--- config.mk ---
export PLATFORM = sky130hd
export DESIGN_NAME = alu_psr_pipe
export DESIGN_NICKNAME = d
export VERILOG_FILES = /design/src/rtl/alu_psr_pipe.sv
export SDC_FILE = /design/constraint.sdc
export NUM_CORES = 1
export LEC_CHECK = 0
export CORE_AREA = 8 8 165 167
export DETAILED_ROUTE_END_ITERATION = 16
export DIE_AREA = 0 0 173 175
export PLACE_DENSITY = 0.73
export REMOVE_ABC_BUFFERS = 1
export SKIP_LAST_GASP = 1
export SLEW_MARGIN = 20
export SYNTH_ARGS = -nofsm -noshare
export SYNTH_HDL_FRONTEND = slang
export SYNTH_SLANG_ARGS = --single-unit
--- constraint.sdc ---
create_clock -name clk -period 8.8 [get_ports clk]
set_clock_uncertainty 0.1 [all_clocks]
set_input_delay 1.76 -clock clk [delete_from_list [all_inputs] [get_ports clk]]
set_output_delay 1.76 -clock clk [all_outputs]
set_load 0.02 [all_outputs]
--- src/rtl/alu_psr_pipe.sv ---
// Parametrised ALU with processor status register, registered output with
// valid/ready backpressure and an optional iterative shift-add multiplier.
module alu_psr_pipe #(
  parameter int WIDTH  = 16,
  parameter bit MUL_EN = 1'b1
) (
  input  logic             clk,
  input  logic             rst,
  input  logic             in_valid,
  output logic             in_ready,
  input  logic [3:0]       op,
  input  logic [WIDTH-1:0] a,
  input  logic [WIDTH-1:0] b,
  output logic             out_valid,
  input  logic             out_ready,
  output logic [WIDTH-1:0] result,
  output logic             err,
  output logic [4:0]       flags_o,
  output logic             busy
);
  localparam int SW = $clog2(WIDTH);
  localparam int FC = 0, FL = 1, FF = 2, FZ = 3, FN = 4;

  typedef enum logic {IDLE = 1'b0, MUL = 1'b1} state_t;

  state_t               state_q, state_d;
  logic                 out_valid_q, out_valid_d;
  logic [WIDTH-1:0]     result_q, result_d;
  logic                 err_q, err_d;
  logic [4:0]           flags_q, flags_d;
  logic [2*WIDTH-1:0]   mc_q, mc_d;
  logic [WIDTH-1:0]     mp_q, mp_d;
  logic [2*WIDTH-1:0]   acc_q, acc_d;
  logic [SW-1:0]        cnt_q, cnt_d;

  logic                 accept, is_mul;
  logic [WIDTH-1:0]     alu_res;
  logic                 alu_err;
  logic [4:0]           alu_flags;
  logic [WIDTH:0]       add_full;
  logic [2*WIDTH-1:0]   shl_full, shr_full, mul_sum;
  logic [SW-1:0]        sh;

  assign in_ready  = rst && (state_q == IDLE) && (!out_valid_q || out_ready);
  assign accept    = in_valid && in_ready;
  assign is_mul    = MUL_EN && (op == 4'd8);
  assign out_valid = out_valid_q;
  assign result    = result_q;
  assign err       = err_q;
  assign flags_o   = flags_q;
  assign busy      = (state_q == MUL);

  // Single-cycle datapath; flags start from the current PSR so untouched bits hold.
  always_comb begin
    alu_flags = flags_q;
    alu_res   = '0;
    alu_err   = 1'b0;
    sh        = b[SW-1:0];
    add_full  = {1'b0, a} + {1'b0, b};
    // Widened shifts leave the last bit shifted out at a fixed position (0 for sh==0).
    shl_full  = {{WIDTH{1'b0}}, a} << sh;
    shr_full  = {a, {WIDTH{1'b0}}} >> sh;
    case (op)
      4'd0: begin
        alu_res       = add_full[WIDTH-1:0];
        alu_flags[FC] = add_full[WIDTH];
        alu_flags[FF] = (a[WIDTH-1] == b[WIDTH-1]) && (alu_res[WIDTH-1] != a[WIDTH-1]);
      end
      4'd1: begin
        alu_res       = a - b;
        alu_flags[FC] = (a < b);
        alu_flags[FF] = (a[WIDTH-1] != b[WIDTH-1]) && (alu_res[WIDTH-1] != a[WIDTH-1]);
      end
      4'd2: begin
        alu_res       = a;
        alu_flags[FL] = (a < b);
        alu_flags[FN] = ($signed(a) < $signed(b));
        alu_flags[FZ] = (a == b);
      end
      4'd3: alu_res = a & b;
      4'd4: alu_res = a | b;
      4'd5: alu_res = a ^ b;
      4'd6: begin
        alu_res       = shl_full[WIDTH-1:0];
        alu_flags[FC] = shl_full[WIDTH];
      end
      4'd7: begin
        alu_res       = shr_full[2*WIDTH-1:WIDTH];
        alu_flags[FC] = shr_full[WIDTH-1];
      end
      default: begin
        alu_err   = 1'b1;
        alu_flags = flags_q;
      end
    endcase
    if (!alu_err && op != 4'd2) begin
      alu_flags[FZ] = (alu_res == '0);
      alu_flags[FN] = alu_res[WIDTH-1];
    end
  end

  always_comb begin
    state_d     = state_q;
    out_valid_d = out_valid_q && !out_ready;
    result_d    = result_q;
    err_d       = err_q;
    flags_d     = flags_q;
    mc_d        = mc_q;
    mp_d        = mp_q;
    acc_d       = acc_q;
    cnt_d       = cnt_q;
    mul_sum     = acc_q + (mp_q[0] ? mc_q : '0);
    case (state_q)
      IDLE: begin
        if (accept) begin
          if (is_mul) begin
            state_d = MUL;
            mc_d    = {{WIDTH{1'b0}}, a};
            mp_d    = b;
            acc_d   = '0;
            cnt_d   = '0;
          end else begin
            out_valid_d = 1'b1;
            result_d    = alu_res;
            err_d       = alu_err;
            flags_d     = alu_flags;
          end
        end
      end
      MUL: begin
        if (cnt_q != SW'(WIDTH - 1)) begin
          acc_d = mul_sum;
          mc_d  = mc_q << 1;
          mp_d  = mp_q >> 1;
          cnt_d = cnt_q + 1'b1;
        // Final step waits for the output slot so a held result is never overwritten.
        end else if (!out_valid_q || out_ready) begin
          state_d     = IDLE;
          out_valid_d = 1'b1;
          result_d    = mul_sum[WIDTH-1:0];
          err_d       = 1'b0;
          flags_d[FC] = |mul_sum[2*WIDTH-1:WIDTH];
          flags_d[FZ] = (mul_sum[WIDTH-1:0] == '0);
          flags_d[FN] = mul_sum[WIDTH-1];
        end
      end
      default: state_d = IDLE;
    endcase
  end

  always_ff @(posedge clk or negedge rst) begin
    if (!rst) begin
      state_q     <= IDLE;
      out_valid_q <= 1'b0;
      result_q    <= '0;
      err_q       <= 1'b0;
      flags_q     <= '0;
      mc_q        <= '0;
      mp_q        <= '0;
      acc_q       <= '0;
      cnt_q       <= '0;
    end else begin
      state_q     <= state_d;
      out_valid_q <= out_valid_d;
      result_q    <= result_d;
      err_q       <= err_d;
      flags_q     <= flags_d;
      mc_q        <= mc_d;
      mp_q        <= mp_d;
      acc_q       <= acc_d;
      cnt_q       <= cnt_d;
    end
  end
endmodule
== After elaboration in Yosys (flattened, before gate mapping) ==
Cells that the tools add are included.
Cells by class
  $add $sub $neg: 4
  magnitude comparators: 2
  equality and inequality tests: 23
  shifts and indexed selects: 2
  mux-type cells: 52
  bitwise logic cells: 5
  reduce and logical (&&, ||, !) cells: 22
Operators by type and width (number)
  32-bit two-way mux: 7
  16-bit case mux with 8 select lines: 1
  32-bit case mux with 2 select lines: 2
  16-bit two-way mux: 7
  16-bit case mux with 2 select lines: 2
  32-bit adder: 1
  16-bit zero test: 2
  16-bit < comparator: 2
  32-bit by 4-bit >> shifter with 32-bit output: 1
  16-bit by 16-bit adder with 17-bit output: 1
  16-bit by 4-bit << shifter with 17-bit output: 1
  16-bit bitwise AND: 1
  16-bit == test: 1
  4-bit by 3-bit == test with 1-bit output, second input constant: 4
  1-bit two-way mux: 16
  16-bit bitwise OR: 1
  16-bit OR reduction: 1
  16-bit subtractor: 1
  16-bit XOR: 1
  4-bit two-way mux: 3
  4-bit AND reduction: 3
  5-bit two-way mux: 2
  1-bit case mux with 2 select lines: 5
  5-bit AND reduction: 2
  24 further kinds: 42
Storage, ports and cells
  register bits after elaboration: 108
  input bits: 40
  output and inout bits: 25
  logic and storage cells: 122

== Longest topological paths before layout ==
  word-level depth: 7
  depth in mapped cells: 15
  gate-level depth less buffers: 14

== Least setup slack after synthesis ==
OpenSTA, ideal clock, no wires.
  path kind: input-to-reg
  start: in b[1]
  end: reg flags_q[3] (netlist: flags_o[3])
  library setup time: 72 ps
  data arrival time: 4645 ps
  required time: 8628 ps
  setup slack: 3984 ps
  cell stages on the path: 14
  buffers on the path: 2
  path through: buf_2 > inv_1 > buf_1 > fa_1 > nor2b_1 > o311ai_1 > a21oi_1 > a221oi_1 > xnor2_1 > a21o_1 > a2111o_1 > nor4_1 > a31oi_1 > nor2_1
On the way
  cells in the longest elaborated chain, start to end: 7
Ends and longest elaborated chain
  from (decl): line 13  | input logic [WIDTH-1:0] b,
  16-bit subtractor, or another cell as far along: line 70  | alu_res = a - b;
  16-bit case mux with 8 select lines: line 63  | case (op)
  16-bit zero test: line 97  | alu_flags[FZ] = (alu_res == '0);
  2-bit two-way mux (*): line 96  | if (!alu_err && op != 4'd2) begin
  5-bit two-way mux (*): line 116  | if (is_mul) begin
  5-bit two-way mux (*): line 115  | if (accept) begin
  2-bit case mux with 2 select lines (*): line 113  | case (state_q)
  to (signal assigned): line 167  | flags_q <= flags_d;
  to (decl): line 30  | logic [4:0] flags_q, flags_d;
Every way passes the cells marked *; elsewhere a longest branch is shown, timed or not. The select of a mux whose other input is x is not followed.
A chain may end at the register's enable or synchronous reset.

== Worst setup path in the final report ==
Ends and elaborated chain as after synthesis.

==> run summary <==
Status: finished, final reports clean
CP required: 8990 ps
Synth Area in Adders: 10.0%
P_sw: 1.20 mW
Met2 Use GR: 40.8%
Nets: 1499
CTS buffer count: 9
Async SR Flop Fraction: 100%
Drt first pass iters: 6
Sequential Area: 2700 sq um
Most common cell in the netlist: nand2_1
DR vias/cell: 6.42
Final WL: 39800 um
Dpl cells: 1693
Synth unique cells: 87
# fillers: 2432
Chip height: 175 um
Min-Delay Path Class: reg2reg
Post-synthesis xor/xnor area fraction: 2.99%
Clock slew at reported path FFs: 80 ps
Hold_sp: mp_q[0]
DIE AREA: 30300 sq um
Gate power share: 52.3%
Worst slack, placed: 2680 ps
Placed cell area: 11600 sq um
Routed vias: 11000
Clock sinks: 108
Synth Register Bits: 108
GPL Wtd Cong: 1.02
RSZ-0062 raised after global routing: no
Num rows: 58
Post-route ant nets: 0
Post-CTS setup repair buffer count: 0
Initial Util: 43.9%
Post-synthesis mux area share: 8.60%
Critical path origin: b[1]
Endpoint class of the critical path: flop
Startpoint type of the worst setup path: input port
Post-synth EDFFs: 0
Worst-Skew Late Latency: 370 ps
Largest family of logic cells by synthesized area: compound AO/OA/AOI/OAI gates
Tot Pwr: 2.65 mW
Final Hold Fails: 0
CTS Buffer Depth: 2
YS warnings: 0
HPWL Detailed: 30300 um
Proportion of layout cells with a drive suffix above 1: 6.46%
Largest net degree at the start of global routing: 80
Worst EP arrival: 6030 ps
Antenna diodes: 0
Sequential Power Share: 31.2%
Pwr/cell area: 222 nW/um^2
RR Startpoint: mp_q[0]
Clk pwr share: 16.5%
GR Util All Layers: 25.9%
Fin Hold WS: 382 ps
Compound-Gate Fraction of Synth Area: 26.0%
Post-layout min period: 5830 ps
Worst-margin pin slew: 1100 ps
Top cell type's share of synthesized area: 25.0%
CTS tree: done
Via count of the first global-routing pass: 10600
CTS Hold Bufs: 0
Root buf cell: clkbuf_16
Sw frac: 45.1%
Leak Pwr: 5.12 nW
Max Freq: 0.171 GHz
Final Max Slew Viols: 0
Register area share after synthesis: 25.0%
DRC Markers: 0
M3 GR Usage: 3.76%
Final Util: 48.4%
Post-synth design cell area: 10800 sq um
Area grow syn2layout: 10.4%
Port Buffer Count: 64
Setup violations, final: 0
Total of max-cap violations: 0
Worst-path cell with the longest stage delay: nor4b_1
Multi-input logic area: 7530 sq um
CP Cell Sequence: clkdlybuf4s50_1, buf_4, inv_1, buf_4, ha_1, a21oi_1, o221ai_1, nor4b_1, o32ai_1, xor2_1, a21oi_1, nand4_1, nor4_1, a31oi_1, nor2_1
Met1 GRT Util: 34.5%
Io pins: 65
Average cell area after synthesis: 7.90 sq um
Slowest stage delay, CP: 610 ps
Die Wd: 173 um
Dominant synthesized flop cell: dfrtp_1
Core area: 24700 sq um
Cell internal pwr: 1.46 mW
Final period util: 66.3%
Cells after Synth: 1370
# H-tree levels: 3
Slew margin rel.: 26.3%
Post-Synth Simple-Gate Area: 21.7%
DR iter-0 viols: 1141
Post-CTS Resized: 0
Gr busiest metal: met2
TNS Setup: 0 ps
Finished Layout Cells: 1708
Setup ws final: 2970 ps
Overflow after GRT: 0
Crit path kind: in2reg
Post-synth top cells: 165 x nand2_1, 108 x dfrtp_1, 107 x nor2_1
Peak supply drop: 0.000124 V
WL/cell: 23.3 um
Initial antenna violation count: 1
Global-route wire length before repair: 62200 um
Cell taking the most area after synthesis: dfrtp_1
Critical Path Fanout Max: 33
Design Area, Final: 12000 sq um
Synth top area cells: dfrtp_1 25%, ha_1 9.5%, nand2_1 5.7%
## worst paths after layout
path                              end  slack, ps  depth (start not counted)
min in group asynchronous   acc_q[23]       1210                          1
min                           mp_q[0]        380                          2
max in group asynchronous     mp_q[2]       6310                          2
max                        flags_o[3]       2970                         15
max reg2reg                flags_o[0]       4710                         13
min reg2reg                   mp_q[0]        380                          2
## worst max-delay path: cells and delay by family
| family | cells | cell delay, ps |
|---|---|---|
| simple gates | 4 | 1280 |
| buf+inv | 4 | 1130 |
| fa+ha+maj | 1 | 390 |
| compound gates | 5 | 1270 |
| xor+xnor | 1 | 180 |
## cell usage in the layout (no fill, tap or decap), types with 19 or more instances in the layout
cell type | netlist | final
a21oi_1 | 99 | 99
a221o_1 | 19 | 19
and2_1 | 36 | 36
clkdlybuf4s50_1 | 0 | 61
dfrtp_1 | 108 | 108
ha_1 | 82 | 82
inv_1 | 61 | 61
mux2i_1 | 48 | 48
nand2_1 | 165 | 165
nand3_1 | 31 | 31
nor2_1 | 107 | 104
nor3_1 | 49 | 48
o211ai_1 | 20 | 20
o21ai_0 | 92 | 92
o22ai_1 | 25 | 25
xnor2_1 | 23 | 23
## area by class of cell
cell class | instances | area share [%]
well taps | 330 | 3.45
multi-input cells | 1111 | 63.0
clock buffers | 9 | 1.88
inverters | 62 | 1.95
flip-flops and latches | 108 | 22.6
repair buffers | 82 | 6.42
clock inverters | 6 | 0.691
## power by group through the flow
stage | Sequential [mW] | Clock (mW) | Combinational (mW)
finish | 0.828 | 0.437 | 1.39
global route | 0.852 | 0.461 | 1.52
CTS | 0.829 | 0.444 | 1.38
detailed placement | 0.837 | 0 | 1.37
global placement | 0.833 | 0 | 1.35
floorplan | 0.874 | 0 | 0.825
## routing by layer
metal | vias to the layer above | routed length (um)
met5 | - | 12
li1 | 5045 | -
met2 | 512 | 17900
met3 | 109 | 2660
met1 | 5295 | 17300
met4 | 2 | 1910
## state kept, by name, summed over array words and instances, names as in the netlist
name and count:
busy 1, mc_q 32, result 16, err 1, cnt_q 4, out_valid 1, flags_o 5, mp_q 16
acc_q 32
## cells by family after synthesis
kind of cell	after synthesis
flops	108
fa+ha+maj	85
compound gates	423
mux	76
xor+xnor	37
buf+inv	151
simple gates	490
(Power assumes the default switching activity.)
